`src/rtl/fifo_buffer.sv`:
```
// Single-clock FIFO of WIDTH-bit words with a normal (consuming) mode and a
// circular mode in which every accepted read re-appends the head word (or the
// incoming word, if a write coincides) at the tail so the contents replay.
module fifo_buffer #(
  parameter int WIDTH = 32,
  parameter int DEPTH = 16,
  parameter int AW    = $clog2(DEPTH)
) (
  input  logic             clk,
  input  logic             reset,
  input  logic             circular,
  input  logic [WIDTH-1:0] datain,
  input  logic             write,
  input  logic             read,
  output logic [WIDTH-1:0] dataout,
  output logic             full,
  output logic             empty,
  output logic [AW:0]      count
);

  logic [WIDTH-1:0] mem [DEPTH];
  logic [AW-1:0]    rd_ptr;
  logic [AW-1:0]    wr_ptr;

  logic             rd_ok;
  logic             wr_ok;
  logic             recirc;
  logic             mem_we;
  logic [WIDTH-1:0] mem_wdata;
  logic             cnt_inc;
  logic [AW:0]      count_nxt;

  assign full  = (count == (AW+1)'(DEPTH));
  assign empty = (count == '0);

  // Accept decisions and the single storage write port, all from pre-edge state.
  // A write is still accepted when full if a word leaves on the same edge.
  // In circular mode a read with no write writes the head word back at the
  // tail; when full the tail slot is the slot just read, which is safe
  // because the read data is taken from the pre-edge contents.
  always_comb begin
    rd_ok     = read & ~empty;
    wr_ok     = write & (~full | rd_ok);
    recirc    = circular & rd_ok;
    mem_we    = wr_ok | recirc;
    mem_wdata = wr_ok ? datain : mem[rd_ptr];
    cnt_inc   = wr_ok | recirc;
    count_nxt = count + (AW+1)'(cnt_inc) - (AW+1)'(rd_ok);
  end

  // Storage array; contents are not cleared by reset.
  always_ff @(posedge clk) begin
    if (mem_we) begin
      mem[wr_ptr] <= mem_wdata;
    end
  end

  // Pointers, occupancy and registered read data; reset overrides everything.
  always_ff @(posedge clk) begin
    if (reset) begin
      rd_ptr  <= '0;
      wr_ptr  <= '0;
      count   <= '0;
      dataout <= '0;
    end else begin
      if (rd_ok) begin
        dataout <= mem[rd_ptr];
        rd_ptr  <= rd_ptr + AW'(1);
      end
      if (mem_we) begin
        wr_ptr <= wr_ptr + AW'(1);
      end
      count <= count_nxt;
    end
  end

endmodule

```
`config.mk`:
```
export PLATFORM = sky130hd
export DESIGN_NAME = fifo_buffer
export DESIGN_NICKNAME = d
export VERILOG_FILES = /design/src/rtl/fifo_buffer.sv
export SDC_FILE = /design/constraint.sdc
export NUM_CORES = 1
export LEC_CHECK = 0
export CORE_UTILIZATION = 55
export DETAILED_ROUTE_END_ITERATION = 6
export PLACE_DENSITY_LB_ADDON = 0.15
export SYNTH_ARGS = -nofsm -noshare
export SYNTH_HDL_FRONTEND = slang
export SYNTH_SLANG_ARGS = --single-unit
export TNS_END_PERCENT = 100
```
`constraint.sdc`:
```
create_clock -name clk -period 2.9 [get_ports clk]
set_clock_uncertainty 0.2 [all_clocks]
set_input_delay 0.29 -clock clk [delete_from_list [all_inputs] [get_ports clk]]
set_output_delay 0.29 -clock clk [all_outputs]
set_load 0.01 [all_outputs]
```
Word-level counts from Yosys, hierarchy flattened
Memory sizes are Yosys's and may differ from the RTL's. A register that Yosys moved wholly into a read port is not among the register bits.
Index checks and enable logic that the tools add are counted.

word-level totals
  output and inout bits = 39
  input bits = 37
  register bits after elaboration = 45
  word-level logic and storage cells = 23
  memory bits (writable) = 512
  memories = 1

cells by class
  multiplexer cells = 5
  $add $sub $neg = 4
  reduce and logical (&&, ||, !) cells = 1
  bitwise logic cells = 7
  eq/ne operators = 1

memory list
  name  depth  width  read ports  clocked after Yosys merged registers in  write ports  RTL line  source
  mem   16     32     1           1                                        1            21        logic [WIDTH-1:0] mem [DEPTH];

operator list
  cell                 count
  $mux 32              1
  $add 4x1->4 const B  2
  $mux 4               2
  $add 5x1->5          1
  $eq 5x5->1 const B   1
  $logic_not 5->1      1
  $sub 5x1->5          1
  $and 1x1->1          3
  $mux 1               2
  $not 1->1            2
  $or 1x1->1           2

Logic depth before layout (Yosys ltp)
Gate-level depths: netlist (run 1).

  depth in word-level cells = 8
  mapped depth = 16
  gate-level depth less buffers = 14

Least setup slack after synthesis (run 1)
OpenSTA, ideal clock, no wires.

  path kind = reg2reg
  start point = register count[2]
  end point = register count[4]
  arrival time = 2.923 ns
  setup time = 0.071 ns
  clock period less this slack = 3.194 ns
  data required time = 2.629 ns
  cell stages (with the launch flop) = 17
  slack = -0.294 ns
  buffers on the path = 2
  cell sequence = dfxtp_1 -> inv_1 -> ha_1 -> nand4bb_1 -> o21ai_0 -> buf_1 -> buf_2 -> nand2_1 -> inv_1 -> ha_1 -> inv_1 -> ha_1 -> fa_1 -> a21oi_1 -> nor2_1 -> or3_1 -> a21oi_1

between the ends
  longest elaborated chain between the ends = 8
  elaborated cells on any way between the ends = 11
  classes of those cells = add/sub: 2; eq/ne: 1; bitwise: 7; reduce/logical: 1

RTL lines
  what                      RTL line  source
  start: declaration        18        output logic [AW:0] count
  start signal: assignment  73        count <= count_nxt;
  $logic_not 5->1           34        assign empty = (count == '0);
  $not 1->1                 42        rd_ok = read & ~empty;
  $and 1x1->1               42
  $or 1x1->1                43        wr_ok = write & (~full | rd_ok);
  $and 1x1->1               43
  $or 1x1->1                47        cnt_inc = wr_ok | recirc;
  $add 5x1->5               48        count_nxt = count + (AW+1)'(cnt_inc) - (AW+1)'(rd_ok);
  $sub 5x1->5 *             48

Mark *: on every way between the ends. The rest lies on a longest branch, timed or not.
A chain may end at the register's enable or synchronous reset.

Final worst setup path (run 1)
  start point = register count[2]
  end point = register count[4]

between the ends
  longest elaborated chain between the ends = 8
  elaborated cells on any way between the ends = 11
  classes of those cells = add/sub: 2; eq/ne: 1; bitwise: 7; reduce/logical: 1

RTL lines
  what               RTL line  source
  $logic_not 5->1 *  34
  $not 1->1 *        42
  $and 1x1->1 *      42
  net rd_ok          25        logic rd_ok;
  $or 1x1->1         43
  $and 1x1->1        43
  $or 1x1->1         47
  $add 5x1->5        48
  $sub 5x1->5 *      48

Mark *: on every way through the listed nets, which the timed path passes. The rest lies on a longest branch.

==> flow_summary.ini, run 1 <==
[route]
dr_total_vias = 12893
drt-total-wl_mm = 54.7
drc = 0
drtAntennaViolNets = 0
avgRoutedWirePerCell_um = 26.7
dr.pass1.iters = 7
drt-initial-drc-count = 1378
vias_per_cell = 6.30

[grt]
grtUsageTotal = 0.268
grt_pass1_wl_mm = 80.9
grt-ovfl-total = 0
first_global_vias = 12751
grt_max_degree = 33
antenna_found_initial = 0

[die]
initial_core_util = 0.561
die-area_um2 = 41500
ios = 76
placementRows = 73
dieWidth_um = 204
core-area_um2 = 39900
fp.dieH_um = 204

[yosys]
synthTopCellsByArea = edfxtp_1, mux2i_1, dfxtp_1
synth.distinct_cells = 41
synth_common_cells = edfxtp_1, mux2i_1, nor2_1, and3_1
synth_flop_cell = edfxtp_1
synth_most_common_cell = edfxtp_1
syn-mean-instance-area_um2 = 16.8
yosysWarnings = 0
synthCells = 1330
synthArstFlopShare = 0
synth_edf_count = 512
synth_seq_cells = 561
syn_nets = 1379
synth_area_um2 = 22400
synth_top_area_cell = edfxtp_1
ys_seq_area_frac = 0.731
synth_top_area_share = 0.687

[placement]
placed_area_um2 = 24600
hpwl_mm = 31.0
gp_congestion = 0.775
portBuffers = 75
dp_slack_ns = -0.0569

[run]
drv_cap = 0

[critical_path]
endpoint = count[4]$_SDFF_PP0_
crit_path_end_kind = register
r2r_start = count[2]$_SDFF_PP0_
r2r_setup_slack_ns = 0.04
r2r_cells = 13
worstPathRequired_ns = 3.22
r2r-end = count[4]$_SDFF_PP0_
startpoint_type = register
startpoint = count[2]$_SDFF_PP0_
critPathArrivalTime_ns = 3.18
worstSetupPathType = register to register
crit_path_max_fanout = 4

[sta]
max_freq_mhz = 350
finalMaxSlewViolations = 0
timing.final.crit_period_ns = 2.86
setup_viol = 0
finalHoldViolCount = 0
fin_ws_ns = 0.0393
min_period_over_period = 0.986
relSlewSlack = 0.553
rsz0062_at_grt = yes
tightest_slew_ns = 0.668

[clocking]
path_clk_slew_ns = 0.06
cts_buffers = 54
root_buffer = clkbuf_16
tritoncts = built
cts.path.max_buffers = 3
cts_hold_buf = 0
htreeDepth = 2
cts_sinks = 561
clkLatencyLatePin_ns = 0.59

[layout]
nets = 1524
fin_area_um2 = 26600
multiInputGateArea_um2 = 5630
fill_cells = 2735
layout-drive-gt1-share = 0.174
antennaDiodeCount = 0
area_growth_pct = 19.0
seqCellArea_um2 = 16400

[power_and_ir_drop]
peakVddDrop_v = 0.000610
powerDensity_nw_per_um2 = 889
leakagePower_nw = 8.73

[min_path]
whs_path_depth = 1
hold_class = register to register

[run_status]
outcome = finished clean
==> placed cells by master, fill, tap and decap left out, types with 3 or more instances in the layout <==
cell type / n
clkinv_2: 11
dfxtp_2: 3
ha_1: 8
and2_2: 13
ha_4: 3
clkbuf_1: 12
edfxtp_1: 512
bufinv_16: 8
and3_1: 65
a222oi_1: 64
buf_4: 60
and4_2: 4
buf_12: 41
mux2_2: 34
mux2i_1: 224
nand3_1: 4
nor2_4: 3
clkinvlp_4: 3
nor2b_1: 3
xnor2_1: 4
a21oi_1: 35
nor2_1: 76
a211oi_1: 3
inv_1: 9
a221o_1: 64
clkbuf_16: 57
clkdlybuf4s50_1: 74
o21ai_0: 35
inv_2: 4
clkbuf_8: 5
dfxtp_1: 44
clkinv_1: 4
==> layout make-up <==
cell class                      instances  share of cell area
Clock inverter                         27              0.0128
Clock buffer                           74              0.0579
Tap cell                              525              0.0247
Timing Repair Buffer                  176              0.0761
Sequential cell                       561               0.615
Inverter                               14             0.00216
Multi-Input combinational cell        668               0.212
==> flip-flops by register name, summed over array words and instances (netlist names), named ones only <==
name / count
count: 5
dataout: 32
mem: 512
rd_ptr: 4
wr_ptr: 4
==> stage by stage <==
step	power (W)	TNS [ns]	util	hold slack, ns	cells
finish	0.0237	0	0.667	0.290	2045
detailed placement	0.0163	-0.0569	0.617	0.277	1937
global route	0.0245	-0.0718	0.667	0.316	2045
floorplan	0.0140	0	-	0.277	1330
global placement	0.0162	-0.0102	0.617	0.276	1937
CTS	0.0237	-0.0549	0.666	0.292	2040
==> worst min-delay path by stage <==
stage                              from                  endpoint  slack [ns]
6_report       dataout[10]$_SDFFE_PP0P_  dataout[10]$_SDFFE_PP0P_        0.29
5_1_grt         dataout[3]$_SDFFE_PP0P_   dataout[3]$_SDFFE_PP0P_        0.32
4_1_cts        dataout[10]$_SDFFE_PP0P_  dataout[10]$_SDFFE_PP0P_        0.29
2_1_floorplan    wr_ptr[1]$_SDFFE_PP0P_    wr_ptr[1]$_SDFFE_PP0P_        0.28
3_3_place_gp   dataout[10]$_SDFFE_PP0P_  dataout[10]$_SDFFE_PP0P_        0.28
3_5_place_dp   dataout[10]$_SDFFE_PP0P_  dataout[10]$_SDFFE_PP0P_        0.28
==> timing repair <==
action / in CTS / in global routing
pin swaps: 10 / 10
buffers inserted: 2 / 5
setup endpoints to repair: 2 / 2
resized for setup: 8 / 2
endpoints found under the hold margin: 0 / 0
==> power breakdown <==
group,internal [W],switching (W)
logic,0.00242,0.00329
clock network,0.00442,0.00294
registers,0.0102,0.000349
==> critical path, cell delays in order, from the launching register on <==
cell	delay, ns
dfxtp_2	0.32
inv_2	0.07
ha_4	0.13
or4b_4	0.50
clkinv_4	0.08
nor2_4	0.04
ha_4	0.26
inv_2	0.04
ha_4	0.15
fa_2	0.35
a21oi_2	0.12
nor2_1	0.05
or3_1	0.35
a21oi_2	0.13
==> logic make-up after synthesis <==
logic type,count (synthesis),share of synthesized area
DFF,561,0.731
muxes,258,0.117
AOI/OAI and AO/OA,210,0.0764
and+or+nand+nor,182,0.0428
buffers and inverters,101,0.0233
adders and majority gates,12,0.00704
xor gates and xnor gates,6,0.00235
==> per-layer routing <==
metal	wire length, um	track usage	up-vias
li1	-	-	5695
met1	22500	0.367	6538
met2	26500	0.439	545
met5	0	0	-
met4	1730	0.0988	0
met3	3970	0.0345	115
No activity file was read; power rests on OpenSTA's default activity.
==> inputs of run 2 (changes only) <==
--- a/config.mk
+++ b/config.mk
@@ -7,7 +7,8 @@
 export LEC_CHECK = 0
 export CORE_UTILIZATION = 55
 export DETAILED_ROUTE_END_ITERATION = 6
-export PLACE_DENSITY_LB_ADDON = 0.15
+export PLACE_DENSITY_LB_ADDON = 0.08
+export SLEW_MARGIN = 15
 export SYNTH_ARGS = -nofsm -noshare
 export SYNTH_HDL_FRONTEND = slang
 export SYNTH_SLANG_ARGS = --single-unit
==> flow_summary.ini, run 2 (synthesized netlist as in run 1, its figures left out) <==
[run_status]
outcome = finished clean

[sta]
holdWs_ns = 0.300
max_freq_mhz = 348
finalMaxSlewViolations = 0
rsz0062_at_grt = yes
setup_viol = 0
fin_ws_ns = 0.0250
timing.final.crit_period_ns = 2.87
relSlewSlack = 0.429
min_period_over_period = 0.991
tightest_slew_ns = 0.855
finalHoldViolCount = 0

[grt]
grtUsageMet1 = 0.379
grt_busiest_layer = met2
grt_pass1_wl_mm = 82.7
antenna_found_initial = 0
met2_usage = 0.457
first_global_vias = 12814
grtUsageTotal = 0.274
grt_max_degree = 45
grt-ovfl-total = 0
grt_util_met3 = 0.0364

[critical_path]
worstSetupPathType = register to register
critPathArrivalTime_ns = 3.21
critical_path.n_buffers_inverters = 3
cp_cell_sequence = inv_2, ha_4, or4b_4, clkinv_4, nor2_2, ha_1, inv_1, ha_2, fa_2, a21oi_2, nor2_1, or3_1, a21oi_1
critPathSlowestCell = or4b_4
crit_path_end_kind = register
worstPathRequired_ns = 3.23
cp_top_family = simple AND/OR/NAND/NOR gates
startpoint = count[3]$_SDFF_PP0_
cp.depth = 13
crit_path_max_fanout = 3
r2r_start = count[3]$_SDFF_PP0_
startpoint_type = register
slowest_delay_ns = 0.50
r2r_cells = 13

[power_and_ir_drop]
leakagePower_nw = 8.73
powerDensity_nw_per_um2 = 885
power.total_w = 0.0235
peakVddDrop_v = 0.000596

[min_path]
hold_path.startpoint = dataout[10]$_SDFFE_PP0P_
hold_class = register to register
whs_path_depth = 1

[layout]
layout_commonest_cell = edfxtp_1
final_cell_mix = edfxtp_1, mux2i_1, nor2_1
antennaDiodeCount = 0
layout-drive-gt1-share = 0.174
fill_cells = 2778
nets = 1528
area_growth_pct = 18.7
reg.largest.list = mem: 512 flops, dataout: 32 flops, count: 5 flops
largest_register_ff_count = 512
top_register = mem

[clocking]
cts_buffers = 57
root_buffer = clkbuf_16
tritoncts = built
clkLatencyLatePin_ns = 0.61
cts_sinks = 561
cts_hold_buf = 0
htreeDepth = 2
path_clk_slew_ns = 0.06
cts.path.max_buffers = 3

[placement]
dp_slack_ns = -0.0280
gp_congestion = 0.765
hpwl_mm = 31.2
portBuffers = 75

[die]
dieWidth_um = 204
core-area_um2 = 39900
initial_core_util = 0.561
die-area_um2 = 41500
placementRows = 73
ios = 76
fp.dieH_um = 204

[route]
avgRoutedWirePerCell_um = 27.1
drtAntennaViolNets = 0
vias_per_cell = 6.32
drc = 0
dr_total_vias = 12960
dr.pass1.iters = 5
drt-initial-drc-count = 1226
drt-total-wl_mm = 55.7

[run]
drv_cap = 0
-- run 2: changes by cell type in the layout (fill, tap and decap cells not counted), moves of 2 or more --
cell / before / now
bufinv_16: 8 / 4
clkinv_1: 4 / 6
buf_4: 60 / 62
clkbuf_8: 5 / 11
inv_6: 0 / 2
clkinv_2: 11 / 14
inv_2: 4 / 2
ha_4: 3 / 1
clkinvlp_4: 3 / 0
inv_1: 9 / 11
-- run 2: worst paths after layout --
path | to | slack, ns
hold reg to reg | dataout[10]$_SDFFE_PP0P_ | 0.30
setup reg to reg | count[4]$_SDFF_PP0_ | 0.03
hold / removal | dataout[10]$_SDFFE_PP0P_ | 0.30
setup / recovery | count[4]$_SDFF_PP0_ | 0.03
-- run 2: stage by stage --
| stage | instances | cell area (um2) | util | setup TNS, ns |
|---|---|---|---|---|
| 5_1_grt | 2051 | 26600 | 0.665 | -0.0957 |
| 2_1_floorplan | 1330 | 22400 | - | 0 |
| 3_5_place_dp | 1942 | 24700 | 0.618 | -0.0280 |
| 6_report | 2051 | 26600 | 0.665 | 0 |
| 3_3_place_gp | 1942 | 24700 | 0.618 | -0.0258 |
| 4_1_cts | 2050 | 26500 | 0.665 | -0.0189 |
-- run 2: layout make-up --
cell class	instances	area, um2	share of cell area
clock buffers	80	1620	0.0611
clock inverters	26	230	0.00867
inverters	14	57.6	0.00217
multi-input cells	668	5600	0.211
flip-flops and latches	561	16400	0.616
well taps	525	657	0.0247
repair buffers	177	2020	0.0759
-- run 2: where the power goes --
| group | total [W] | internal (W) | leakage (nW) | switching (W) |
|---|---|---|---|---|
| clock | 0.00723 | 0.00423 | 0.925 | 0.00300 |
| sequential | 0.0105 | 0.0102 | 5.05 | 0.000259 |
| combinational | 0.00577 | 0.00242 | 2.76 | 0.00336 |
-- run 2: repair_timing --
action,4_1_cts,5_1_grt
setup endpoints to repair,2,1
pin swaps,3,1
gates resized for setup,4,0
setup buffers,2,1
-- run 2: worst register-to-register path: stages, from the launching register on --
cell      delay (ns)
dfxtp_2         0.32
inv_2           0.07
ha_4            0.13
or4b_4          0.50
clkinv_4        0.07
nor2_2          0.04
ha_1            0.27
inv_1           0.04
ha_2            0.17
fa_2            0.36
a21oi_2         0.12
nor2_1          0.05
or3_1           0.34
a21oi_1         0.12
-- run 2: routing by layer --
metal	part of all wire	vias to the layer above
li1	-	5683
met1	0.41	6630
met2	0.49	559
met3	0.076	88
met4	0.023	0
met5	0	-
==> inputs of run 3 (changes only) <==
--- a/config.mk
+++ b/config.mk
@@ -5,6 +5,7 @@
 export SDC_FILE = /design/constraint.sdc
 export NUM_CORES = 1
 export LEC_CHECK = 0
+export CORE_ASPECT_RATIO = 2
 export CORE_UTILIZATION = 55
 export DETAILED_ROUTE_END_ITERATION = 6
 export PLACE_DENSITY_LB_ADDON = 0.08
==> flow_summary.ini, run 3 (synthesized netlist as in run 1, its figures left out) <==
[critical_path]
r2r_start = count[3]$_SDFF_PP0_
r2r-end = count[4]$_SDFF_PP0_
worstPathRequired_ns = 3.20
critPathArrivalTime_ns = 3.20
crit_path_end_kind = register
crit_path_max_fanout = 4
r2r_setup_slack_ns = -0.006
worstSetupPathType = register to register
r2r_cells = 13
startpoint_type = register

[grt]
grtUsageTotal = 0.285
grt_max_degree = 65
first_global_vias = 13461
antenna_found_initial = 0
grt_pass1_wl_mm = 83.9
grt-ovfl-total = 0

[sta]
setup_viol = 1
max_freq_mhz = 344
relSlewSlack = 0.550
timing.final.crit_period_ns = 2.91
finalHoldViolCount = 0
tightest_slew_ns = 0.675
fin_ws_ns = -0.00566
fin_tns_setup_ns = -0.00566
finalMaxSlewViolations = 0
min_period_over_period = 1.00
holdWs_ns = 0.284
rsz0062_at_grt = yes

[run]
drv_cap = 0

[die]
dieWidth_um = 145
ios = 76
die-area_um2 = 41500
initial_core_util = 0.557
fp.dieH_um = 287
core-area_um2 = 40200
placementRows = 104

[min_path]
whs_path_depth = 1
hold_class = register to register
hold_path.startpoint = dataout[13]$_SDFFE_PP0P_
min_to = dataout[13]$_SDFFE_PP0P_

[clocking]
tritoncts = built
cts.path.max_buffers = 3
cts_sinks = 561
root_buffer = clkbuf_16
path_clk_slew_ns = 0.07
cts_buffers = 47
htreeDepth = 2
clkLatencyLatePin_ns = 0.57

[layout]
fin_area_um2 = 26500
area_growth_pct = 18.5
antennaDiodeCount = 0
layout-drive-gt1-share = 0.176
final_cell_mix = edfxtp_1, mux2i_1, nor2_1
top_register = mem
stdcell_count = 2055
reg.largest.list = mem: 512 flops, dataout: 32 flops, count: 5 flops
nets = 1537
largest_register_ff_count = 512
layout_commonest_cell = edfxtp_1

[route]
vias_per_cell = 6.34
dr_total_vias = 13038
drc = 1
drtAntennaViolNets = 0
avgRoutedWirePerCell_um = 28.1
drt-total-wl_mm = 57.8
drt-initial-drc-count = 1138
dr.pass1.iters = 7

[placement]
portBuffers = 75
dp_slack_ns = -0.0289
placed_cells_incl_taps = 1966
gp_congestion = 0.777
placed_area_um2 = 24900
hpwl_mm = 33.7

[power_and_ir_drop]
peakVddDrop_v = 0.000812
leakagePower_nw = 8.70
powerDensity_nw_per_um2 = 867

[run_status]
outcome = finished, violations left
violations = DRC, setup timing
## run 3: how the worst max path moves through the flow
stage | to | depth (start not counted) | start
finish | count[4]$_SDFF_PP0_ | 13 | count[3]$_SDFF_PP0_
global route | count[4]$_SDFF_PP0_ | 13 | count[2]$_SDFF_PP0_
CTS | count[4]$_SDFF_PP0_ | 13 | count[3]$_SDFF_PP0_
detailed placement | count[4]$_SDFF_PP0_ | 13 | count[3]$_SDFF_PP0_
global placement | count[4]$_SDFF_PP0_ | 13 | count[3]$_SDFF_PP0_
floorplan | count[4]$_SDFF_PP0_ | 16 | count[3]$_SDFF_PP0_
## run 3: area by class of cell
type,count,area [um2]
sequential,561,16400
fill,2832,13700
multi-input combinational,668,5630
timing repair buffer,196,2230
clock buffer,68,1410
tap,530,663
clock inverter,18,165
inverter,14,57.6
## run 3: where the power goes
| group | leakage, nW | switching [W] | internal, W | total, W |
|---|---|---|---|---|
| logic | 2.88 | 0.00343 | 0.00258 | 0.00600 |
| clock network | 0.774 | 0.00278 | 0.00366 | 0.00644 |
| registers | 5.05 | 0.000334 | 0.0102 | 0.0106 |
## run 3: layer usage
layer / vias to the layer above / share of wire / global-route usage
met5: - / 0 / 0
met4: 0 / 0.047 / 0.129
met3: 150 / 0.058 / 0.0352
met2: 503 / 0.53 / 0.516
met1: 6700 / 0.36 / 0.332
li1: 5685 / - / -
## run 3: repair_timing
| item | CTS | global route |
|---|---|---|
| setup endpoints to repair | 2 | 33 |
| pin swaps | 3 | 4 |
| hold buffers | 0 | 0 |
| setup buffers | 2 | 1 |
| hold endpoints to repair | 0 | 0 |
| gates cloned | 0 | 0 |
| resized for setup | 3 | 6 |
## run 3: critical path: stages, from the launching register on
cell	delay (ns)
dfxtp_2	0.32
inv_2	0.07
ha_4	0.13
or4b_4	0.52
clkinv_4	0.08
nor2_2	0.04
ha_1	0.28
inv_2	0.04
ha_4	0.15
fa_2	0.35
a21oi_2	0.12
nor2_1	0.05
or3_1	0.38
a21oi_2	0.11
## run 3: per-stage QoR
step                power, W   util
floorplan             0.0140      -
global placement      0.0165  0.619
detailed placement    0.0166  0.619
CTS                   0.0230  0.659
global route          0.0237  0.660
finish                0.0230  0.660
